**config.mk**
```make
export PLATFORM = sky130hd
export DESIGN_NAME = rf_mp_scoreboard
export DESIGN_NICKNAME = d
export VERILOG_FILES = /design/src/rtl/rf_mp_scoreboard.sv
export SDC_FILE = /design/constraint.sdc
export NUM_CORES = 1
export LEC_CHECK = 0
export CAP_MARGIN = 40
export CELL_PAD_IN_SITES_DETAIL_PLACEMENT = 2
export CELL_PAD_IN_SITES_GLOBAL_PLACEMENT = 2
export CORE_UTILIZATION = 40
export DETAILED_ROUTE_END_ITERATION = 8
export PLACE_DENSITY_LB_ADDON = 0.08
export RECOVER_POWER = 50
export SETUP_SLACK_MARGIN = 0.5
export SYNTH_ARGS = -nofsm -noshare
export SYNTH_HDL_FRONTEND = slang
export SYNTH_SLANG_ARGS = --single-unit
```
**constraint.sdc**
```tcl
create_clock -name clk -period 4.8 [get_ports clk]
set_clock_uncertainty 0.15 [all_clocks]
set_input_delay 1.44 -clock clk [delete_from_list [all_inputs] [get_ports clk]]
set_output_delay 1.44 -clock clk [all_outputs]
set_load 0.005 [all_outputs]
```
**src/rtl/rf_mp_scoreboard.sv**
```systemverilog
// rf_mp_scoreboard: multi-port general register file with a per-register busy scoreboard.
// - NRD combinational read ports, NWR write ports, same-cycle write-to-read bypass.
// - After reset, a sweep zeroes one entry per cycle. Storage is never reset directly,
//   so it can map onto RAM-style arrays.
// - Optional write trace: define RF_MP_TRACE_EN to print every effective write in RUN.
module rf_mp_scoreboard #(
    parameter int DW       = 32,
    parameter int AW       = 5,
    parameter int NRD      = 2,
    parameter int NWR      = 1,
    parameter int ZERO_REG = 1
) (
    input  logic              clk,
    input  logic              reset_n,
    input  logic [NRD*AW-1:0] rd_addr,
    output logic [NRD*DW-1:0] rd_data,
    output logic [NRD-1:0]    rd_busy,
    input  logic [NWR-1:0]    wr_en,
    input  logic [NWR*AW-1:0] wr_addr,
    input  logic [NWR*DW-1:0] wr_data,
    input  logic              iss_en,
    input  logic [AW-1:0]     iss_addr,
    input  logic              flush,
    output logic              init_busy
);

    localparam int            DEPTH   = 1 << AW;
    localparam logic [AW-1:0] CNT_MAX = '1;

    typedef enum logic {INIT, RUN} state_t;

    state_t            state;
    logic [AW-1:0]     sweep_cnt;
    logic [DW-1:0]     mem [DEPTH];
    logic [DEPTH-1:0]  busy;
    logic [DEPTH-1:0]  busy_nxt;
    logic [NWR-1:0]    wr_eff;

    // Entry 0 is the hardwired zero register when ZERO_REG is set.
    function automatic logic is_zero_reg(input logic [AW-1:0] a);
        return (ZERO_REG != 0) && (a == '0);
    endfunction

    // Sweep sequencer: INIT walks the counter to CNT_MAX, then parks in RUN.
    // The counter saturates at CNT_MAX; it is not incremented past it.
    always_ff @(posedge clk) begin
        if (!reset_n) begin
            state     <= INIT;
            sweep_cnt <= '0;
        end else if (state == INIT) begin
            if (sweep_cnt == CNT_MAX)
                state <= RUN;
            else
                sweep_cnt <= sweep_cnt + 1'b1;
        end
    end

    assign init_busy = (state == INIT);

    // A write takes effect only if it does not target the zero register
    // and no higher-indexed port writes the same address this cycle.
    always_comb begin
        wr_eff = '0;
        for (int j = 0; j < NWR; j++) begin
            wr_eff[j] = wr_en[j] && !is_zero_reg(wr_addr[j*AW +: AW]);
            for (int i = j + 1; i < NWR; i++) begin
                if (wr_en[i] && (wr_addr[i*AW +: AW] == wr_addr[j*AW +: AW]))
                    wr_eff[j] = 1'b0;
            end
        end
    end

    // Storage: the sweep clears one entry per cycle in INIT, and port writes land in RUN.
    always_ff @(posedge clk) begin
        if (state == INIT) begin
            mem[sweep_cnt] <= '0;
        end else if (reset_n) begin
            for (int j = 0; j < NWR; j++) begin
                if (wr_eff[j])
                    mem[wr_addr[j*AW +: AW]] <= wr_data[j*DW +: DW];
            end
        end
    end

    // Scoreboard next state. Flush dominates everything. Otherwise writes clear
    // their bits, and an issue sets its bit afterwards, so the new producer wins.
    always_comb begin
        busy_nxt = busy;
        if (flush) begin
            busy_nxt = '0;
        end else begin
            for (int j = 0; j < NWR; j++) begin
                if (wr_en[j])
                    busy_nxt[wr_addr[j*AW +: AW]] = 1'b0;
            end
            if (iss_en && !is_zero_reg(iss_addr))
                busy_nxt[iss_addr] = 1'b1;
        end
    end

    // Scoreboard register: cleared by reset and frozen while the sweep runs.
    always_ff @(posedge clk) begin
        if (!reset_n)
            busy <= '0;
        else if (state == RUN)
            busy <= busy_nxt;
    end

    // Read ports. Data is bypassed from the highest matching writer; busy is not bypassed.
    always_comb begin
        rd_data = '0;
        rd_busy = '1;
        if (state == RUN) begin
            for (int k = 0; k < NRD; k++) begin
                rd_busy[k] = busy[rd_addr[k*AW +: AW]];
                if (!is_zero_reg(rd_addr[k*AW +: AW])) begin
                    rd_data[k*DW +: DW] = mem[rd_addr[k*AW +: AW]];
                    for (int j = 0; j < NWR; j++) begin
                        if (wr_en[j] && (wr_addr[j*AW +: AW] == rd_addr[k*AW +: AW]))
                            rd_data[k*DW +: DW] = wr_data[j*DW +: DW];
                    end
                end
            end
        end
    end

`ifdef RF_MP_TRACE_EN
    // Trace each write that actually updates storage.
    always_ff @(posedge clk) begin
        if (reset_n && (state == RUN)) begin
            for (int j = 0; j < NWR; j++) begin
                if (wr_eff[j])
                    $display("port %0d: $%d <= %h", j, wr_addr[j*AW +: AW], wr_data[j*DW +: DW]);
            end
        end
    end
`else
`endif

endmodule

```
* Word-level counts from Yosys, hierarchy flattened
Memory sizes are Yosys's and may differ from the RTL's.
Cells that the tools add are included.
** Storage, ports and cells
- Register bits after elaboration :: 38
- RAM bits :: 1024
- Input port bits :: 57
- Output and inout port bits :: 67
- Logic and storage cells :: 61
- Memories kept :: 1
** Memories
- mem :: depth 32, bits a word 32, read ports 2, clocked after Yosys merged registers in 0, write ports 1, RTL line 34 : logic [DW-1:0] mem [DEPTH];
** Cells by class
- Add/subtract/negate cells :: 1
- $lt $le $gt $ge :: 6
- Equal/unequal tests :: 3
- Mux-type cells :: 28
- Bitwise logic cells :: 5
- Reductions and logical operators :: 14
** Operators by type and width (number)
- 2-to-1 mux 32 bit :: 9
- 2-to-1 mux 64 bit :: 1
- bitwise AND 32 bit :: 1
- NOT 32 bit :: 1
- bitwise OR 32 bit :: 1
- OR reduction 32 bit :: 1
- < comparator 5 x 6 -> 1 bit, second input constant :: 4
- logical NOT 5 bit :: 4
- 2-to-1 mux 1 bit :: 12
- binary-select mux 1 bit (select 5 bit) :: 2
- demux 1 bit (select 5 bit) :: 2
- equality test 5 bit :: 2
- >= comparator 5 x 1 -> 1 bit, second input constant :: 2
- logical AND 1 bit :: 6
- adder 5 x 1 -> 5 bit, second input constant :: 1
- equality test 5 bit, second input constant :: 1
- 2-to-1 mux 5 bit :: 1
- logical NOT 1 bit :: 2
- 2-to-1 mux 2 bit :: 1
- NOT 1 bit :: 2
- AND reduction 2 bit :: 1

* Depth between registers and ports, before layout
Gate-level depths: netlist (run 1).
- Depth in word-level cells :: 11
- Depth in mapped cells :: 10
- Gate-level depth less buffers :: 7

* Least setup slack after synthesis (run 1)
OpenSTA, ideal clock, no wires.
- Path type :: input -> register
- Start point :: in wr_addr[4]
- End point :: mem mem[16][0], enable pin
- Library setup time :: 425 ps
- Arrival :: 4350 ps
- Data required time :: 4225 ps
- Path slack :: -125 ps
- Stages :: 7
- Buffers on the path :: 2
- Cells stage by stage :: buf_2 or3_1 clkbuf_1 o31a_4 mux2_4 nand2b_4 nor2b_1
** On the way
- Longest elaborated chain between the ends :: 9
- Elaborated cells on any way between the ends :: 10
- Those cells by class :: 6 x mux; 4 x reduce/logical
** RTL lines
- from (decl) :: RTL line 19 : input logic [NWR*AW-1:0] wr_addr,
- logical NOT 5 bit :: RTL line 41 : return (ZERO_REG != 0) && (a == '0);
- logical NOT 1 bit :: RTL line 65 : wr_eff[j] = wr_en[j] && !is_zero_reg(wr_addr[j*AW +: AW]);
- logical AND 1 bit :: RTL line 65
- 2-to-1 mux 1 bit :: RTL line 79 : if (wr_eff[j])
- 2-to-1 mux 1 bit :: RTL line 77 : end else if (reset_n) begin
- 2-to-1 mux 1 bit :: RTL line 75 : if (state == INIT) begin
- 2-to-1 mux 1 bit (implied by the code) :: RTL line 80 : mem[wr_addr[j*AW +: AW]] <= wr_data[j*DW +: DW];
- OR reduction 32 bit (no line)
- 2-to-1 mux 5 bit (no line) / 2-to-1 mux 1 bit (equally long branches)
- to (decl) :: RTL line 34
Parallel ways exist; a longest one is shown, timed or not.

* Worst setup path in the final report (run 1)
- Start point :: in rd_addr[0]
- End point :: out rd_data[27]
** On the way
- Longest elaborated chain between the ends :: 5
- Elaborated cells on any way between the ends :: 7
- Those cells by class :: 1 x eq/ne; 3 x mux; 2 x reduce/logical; 1 x memory
** RTL lines
- from (decl) :: RTL line 15 : input logic [NRD*AW-1:0] rd_addr,
- parallel branches: the longest is 3 deep, another holds memory read (32 x 32 bit)
- 2-to-1 mux 32 bit (*) :: RTL line 116 : if (!is_zero_reg(rd_addr[k*AW +: AW])) begin
- 2-to-1 mux 64 bit (*) :: RTL line 113 : if (state == RUN) begin
- to (decl) :: RTL line 16 : output logic [NRD*DW-1:0] rd_data,
Every way passes the cells marked *.

==> results.yml, run 1 <==
logic_synthesis:
  synthMostInstantiatedCell: "edfxtp_1"
  ys_seq_elements: 1062
  synth_edf_count: 1024
  synthesis.area_sq_um: 50660
  netlist_instances: 2819
  synth_area_per_cell_sq_um: 17.97
  synthDistinctLibCells: 60
  yosys-top-cells-count: "edfxtp_1 (1,024), mux4_2 (450), mux2i_1 (206)"
  synth_top_area_share_pct: 60.70
  synth_compound_area_share_pct: 7.259
  synth_mux_area_share_pct: 24.62
  synth_area_leaders: "edfxtp_1 (61%), mux4_2 (20%), mux2i_1 (4.1%), dfxtp_1 (1.5%), a22o_1 (1.1%)"
  ys.flop_type: "edfxtp_1"
  yosys.area_share.simple_pct: 3.196
  synth_xor_area_share_pct: 0.2248
  synth-seq-area-share_pct: 62.20
  postSynth.asyncResetShare_pct: 0
  synth_top_family_by_area: "multiplexers"
  synth_warnings: 0
  yosys.area_share.adder_pct: 0.04940
  synth_area_leader_cell: "edfxtp_1"
  synth_nets: 2878
drt:
  viasPerCell: 6.602
  num_vias: 34708
  first_pass_iters: 5
  postRouteAntennaNets: 0
  drc: 0
  drtIter0Drc: 3955
  wire_per_inst_microns: 40.76
  finalWirelength_mm: 214.3
power_and_ir_drop:
  switching_share_pct: 24.07
  vdd_ir_drop_max_uv: 289.3
  netSwitchingPower_uw: 5162
  powerDensity_nw_per_um2: 320.8
  pwr-share-clk_pct: 41.8
  combPwrFrac_pct: 10.7
  power_frac_seq_pct: 47.5
  internal_power_uw: 16290
  p_leak_uw: 0.02260
flow_run:
  cap_violations: 1
timing:
  post-route-worst-setup-slack_ns: -0.4334
  setup_viol: 66
  period_share_pct: 109.0
  hold_viol: 0
  period_needed_ns: 5.233
  relSlewSlack_pct: -11.12
  worstMarginPinSlew_ns: 1.667
  max_freq_ghz: 0.1911
  final.setup.tns_ns: -17.58
  timing.hold.ws_ns: 0.3523
  rsz0062_at_grt: "true"
  drv_slew: 39
layout:
  fin_nets: 3572
  area_growth_pct: 32.00
  instances_no_fill: 5257
  drive_gt1_share_pct: 46.39
worst_setup_path:
  critPathKind: "in2out"
  crit_fanout: 8
  endpoint_kind: "output port"
  crit_required_ns: 3.21
  arrival_ns: 3.64
  cp-start-kind: "primary input"
place:
  dp_hpwl_mm: 133.1
  port_buffers: 123
  place_congestion: 0.8583
  placedCellCount: 4835
global_routing:
  grt_start_max_net_pins: 43
  antenna_found_initial: 3
  grt_pass1_wl_mm: 296.9
  gr-total-overflow: 0
  grtUsageTotal_pct: 33.24
  grt_pass1_vias: 37248
worst_hold_path:
  min_path_type: "reg2reg"
floorplanning:
  core_area_sq_um: 125600
  core.rowCount: 130
  start_util_pct: 40.34
  die_y_microns: 357.9
  die_w_microns: 357.9
  io_pins: 124
  die-area_sq_um: 128100
run_status:
  failed_checks: "max-capacitance violations, max-slew violations, negative setup slack"
  status: "finished with violations"
clock_tree:
  cts_tree: "done"
  h-tree-depth: 3
  clock_path_buffers: 3
  cts_buffers: 119
  cts_root_buf: "clkbuf_16"
  cts_num_sinks: 1062
  clkTransAtPathRegs_ns: 0.06
  clk_latency_ns: 0.70
[power groups by stage]
stage	clock, uW	sequential (uW)	combinational [uW]
2_1_floorplan	0	10400	924
3_3_place_gp	0	10400	1800
3_5_place_dp	0	10400	1840
4_1_cts	9050	10200	2170
5_1_grt	9370	10200	2340
6_report	8970	10200	2290
[stage by stage]
| stage | total power, uW | cell area [sq um] | setup slack, ns | util (%) |
|---|---|---|---|---|
| 3_3_place_gp | 12170 | 58410 | -1.056 | 46.52 |
| 2_1_floorplan | 11280 | 50760 | -0.01956 | - |
| 5_1_grt | 21900 | 66860 | -0.4302 | 53.25 |
| 3_5_place_dp | 12210 | 58850 | -1.075 | 46.86 |
| 6_report | 21450 | 66870 | -0.4334 | 53.25 |
| 4_1_cts | 21410 | 66150 | -0.3793 | 52.68 |
[final timing paths]
check        slack [ns]           to       start  cells after the start
max               -0.43  rd_data[27]  rd_addr[0]                      9
min                0.35     busy[20]    busy[20]                      2
max reg2reg        0.51   mem[24][2]       state                      6
min reg2reg        0.35     busy[20]    busy[20]                      2
[cells by family after synthesis]
group	count (synthesis)
flip-flops	1062
adder cells (fa/ha/maj)	2
XOR/XNOR	13
AND/OR/NAND/NOR	314
buffers and inverters	251
AO/OA/AOI/OAI	497
multiplexers	680
[critical path, stage by stage]
cell      delay (ns)
buf_16          0.15
buf_16          0.16
buf_12          0.12
buf_4           0.11
mux4_2          0.48
mux4_2          0.51
nand2b_4        0.18
a32o_2          0.30
buf_6           0.14
[registers in the layout, summed over array words and instances (netlist names)]
signal,count
busy,32
mem,1024
state,1
sweep_cnt,5
[layer usage]
layer  GRT usage (%)  routed length (microns)
met3           5.064                    16910
met2           54.56                   104100
met1           45.03                    84700
met4           12.02                     8516
met5               0                       11
[final cells by class]
| cell class | instances | area, sq um |
|---|---|---|
| Clock buffer | 147 | 3114 |
| Timing Repair Buffer | 819 | 9691 |
| Sequential cell | 1062 | 31510 |
| Tap cell | 1650 | 2064 |
| Multi-Input combinational cell | 1506 | 19870 |
| Antenna cell | 1 | 2.502 |
| Fill cell | 10773 | 58700 |
| Clock inverter | 67 | 598.1 |
| Inverter | 5 | 18.77 |
[cell usage in the layout, fill, tap and decap left out, types with 44 or more instances in the layout]
cell / count
o21ai_0: 44
nor2b_1: 45
mux2i_1: 187
nor2_1: 57
a22o_1: 61
a22oi_1: 47
buf_12: 181
clkbuf_16: 121
buf_2: 67
edfxtp_1: 1024
mux4_2: 450
buf_4: 327
nand2_1: 49
buf_6: 92
[timing repair]
item / 4_1_cts / 5_1_grt
gates cloned: 24 / 1
endpoints found under the setup margin: 66 / 66
hold buffers: 0 / 0
buffers inserted: 142 / 35
pin swaps: 136 / 92
resized for setup: 683 / 152
(Power assumes the default switching activity.)
==> inputs of run 2 (changes only) <==
--- a/config.mk
+++ b/config.mk
@@ -5,7 +5,6 @@
 export SDC_FILE = /design/constraint.sdc
 export NUM_CORES = 1
 export LEC_CHECK = 0
-export CAP_MARGIN = 40
 export CELL_PAD_IN_SITES_DETAIL_PLACEMENT = 2
 export CELL_PAD_IN_SITES_GLOBAL_PLACEMENT = 2
 export CORE_UTILIZATION = 40
==> run 2 against run 1 <==
  * The flow still finishes with violations (max-capacitance violations, max-slew violations, negative setup slack)
  * Non-clock buffer count fell by 3
  * Fmax up 1.3%
  * Die area did not move
  * Setup slack gained 0.065 ns
  * First-iteration DRC count fell by 0.33%
  * Highest routed layer unchanged
==> results.yml, run 2 (synthesized netlist as in run 1, its figures left out) <==
run_status:
  status: "finished with violations"
  failed_checks: "max-capacitance violations, max-slew violations, negative setup slack"
worst_setup_path:
  crit_slowest_cell: "mux4_2"
  worstPathCellList: "buf_16, buf_16, buf_12, buf_12, mux4_2, mux2_4, a221o_1, a32o_2, buf_2"
  r2r-start: "state"
  crit_required_ns: 3.21
  slowest_delay_ns: 0.50
  cp-start-kind: "primary input"
  rr_endpoint: "mem[30][13]"
  arrival_ns: 3.58
  endpoint_kind: "output port"
  reg2reg_slack_ns: 0.68
  critPathKind: "in2out"
  crit_fanout: 6
  reg2reg_depth: 7
layout:
  layout_common_cells: "edfxtp_1 (1,024), mux4_2 (450), buf_4 (326)"
  layout_commonest_cell: "edfxtp_1"
  largest-register: "mem"
  instances_no_fill: 5261
  drive_gt1_share_pct: 45.71
  area_growth_pct: 31.25
  fin_nets: 3569
  top_regs: "mem (1024), busy (32), sweep_cnt (5)"
  largest_reg_flops: 1024
  fin_area_sq_um: 66480
  final_core_util_pct: 52.95
global_routing:
  grt_start_max_net_pins: 43
  antenna_found_initial: 5
  grtUsageTotal_pct: 33.65
  gr-total-overflow: 0
  grt_pass1_vias: 37146
  grt_pass1_wl_mm: 299.5
clock_tree:
  cts_root_buf: "clkbuf_16"
  clk_latency_ns: 0.72
  cts_tree: "done"
  h-tree-depth: 3
  cts_num_sinks: 1062
  cts_buffers: 119
  hold_buffers: 0
  clock_path_buffers: 3
  clkTransAtPathRegs_ns: 0.06
floorplanning:
  core.rowCount: 130
  die-area_sq_um: 128100
  die_y_microns: 357.9
  io_pins: 124
  core_area_sq_um: 125600
  start_util_pct: 40.34
  die_w_microns: 357.9
timing:
  period_needed_ns: 5.168
  setup_viol: 66
  post-route-worst-setup-slack_ns: -0.3680
  max_freq_ghz: 0.1935
  period_share_pct: 107.7
  hold_viol: 0
  drv_slew: 39
  final.setup.tns_ns: -16.17
  worstMarginPinSlew_ns: 1.604
  rsz0062_at_grt: "true"
  relSlewSlack_pct: -6.933
power_and_ir_drop:
  vdd_ir_drop_max_uv: 315.7
  p_leak_uw: 0.02265
  powerDensity_nw_per_um2: 328.8
drt:
  drc: 0
  finalWirelength_mm: 216.9
  num_vias: 35099
  postRouteAntennaNets: 0
  wire_per_inst_microns: 41.22
  drtIter0Drc: 3942
  viasPerCell: 6.672
  first_pass_iters: 7
place:
  place_ws_ns: -1.085
  dp_hpwl_mm: 132.1
  dpl_cell_area_sq_um: 58410
  port_buffers: 123
  placedCellCount: 4807
  place_congestion: 0.8583
worst_hold_path:
  whs_path_depth: 2
  hold_start: "busy[20]"
  min_path_type: "reg2reg"
  whs_endpoint: "busy[20]"
flow_run:
  cap_violations: 1
run 2: cell count changes in the layout (fill, tap and decap cells not counted), sizes merged:
cell / previous run / this run
buf: 738 / 716
clkinv: 50 / 53
clkinvlp: 5 / 1
bufbuf: 2 / 1
clkbuf: 183 / 204
dlygate4sd2: 1 / 0
clkdlybuf4s25: 0 / 1
inv: 8 / 9
dlymetal6s2s: 0 / 1
bufinv: 9 / 14
run 2: worst max path at each step:
| stage | start | end | slack (ns) | cells past startpoint |
|---|---|---|---|---|
| after floorplan | wr_addr[4] | mem[2][0] | -0.02 | 8 |
| after global placement | rd_addr[8] | rd_data[59] | -1.06 | 10 |
| after detailed placement | rd_addr[8] | rd_data[59] | -1.09 | 10 |
| after CTS | rd_addr[0] | rd_data[9] | -0.38 | 10 |
| after global routing | rd_addr[0] | rd_data[12] | -0.39 | 10 |
| final | rd_addr[0] | rd_data[16] | -0.37 | 9 |
run 2: timing repair:
action                     4_1_cts  5_1_grt
setup endpoints to repair       66       66
buffers inserted               171       39
pin swaps                      140      108
resized for setup              673      170
hold endpoints to repair         0        0
cloned                          20        2
run 2: power breakdown:
group	total (uW)	switching, uW	internal (uW)
Sequential	10200	61.2	10100
Combinational	2290	1190	1100
Clock	9370	3980	5390
Total	21900	5230	16600
run 2: critical path: cells and delay by family:
kind            cells  cell delay [ns]
mux                 2             0.80
compound gates      2             0.64
buf+inv             5             0.66
run 2: layer usage:
| layer | part of all wire [%] | vias up | GRT usage [%] |
|---|---|---|---|
| li1 | - | 13449 | - |
| met2 | 48 | 1981 | 55.09 |
| met4 | 4.2 | 4 | 12.62 |
| met3 | 8.0 | 451 | 4.926 |
| met5 | 0.012 | - | 0 |
| met1 | 39 | 19214 | 45.65 |
run 2: metrics by stage:
stage | total power (uW) | hold slack, ns
floorplan | 11280 | 0.2982
finish | 21860 | 0.3523
global placement | 12170 | 0.3238
global route | 22270 | 0.3840
detailed placement | 12210 | 0.3468
CTS | 21800 | 0.3501
run 2: layout make-up:
cell class	count	area (sq um)
Antenna cell	1	2.502
Clock buffer	149	3163
Clock inverter	72	730.7
Fill cell	10853	59090
Inverter	5	18.77
Multi-Input combinational cell	1506	19630
Sequential cell	1062	31510
Tap cell	1650	2064
Timing Repair Buffer	816	9361
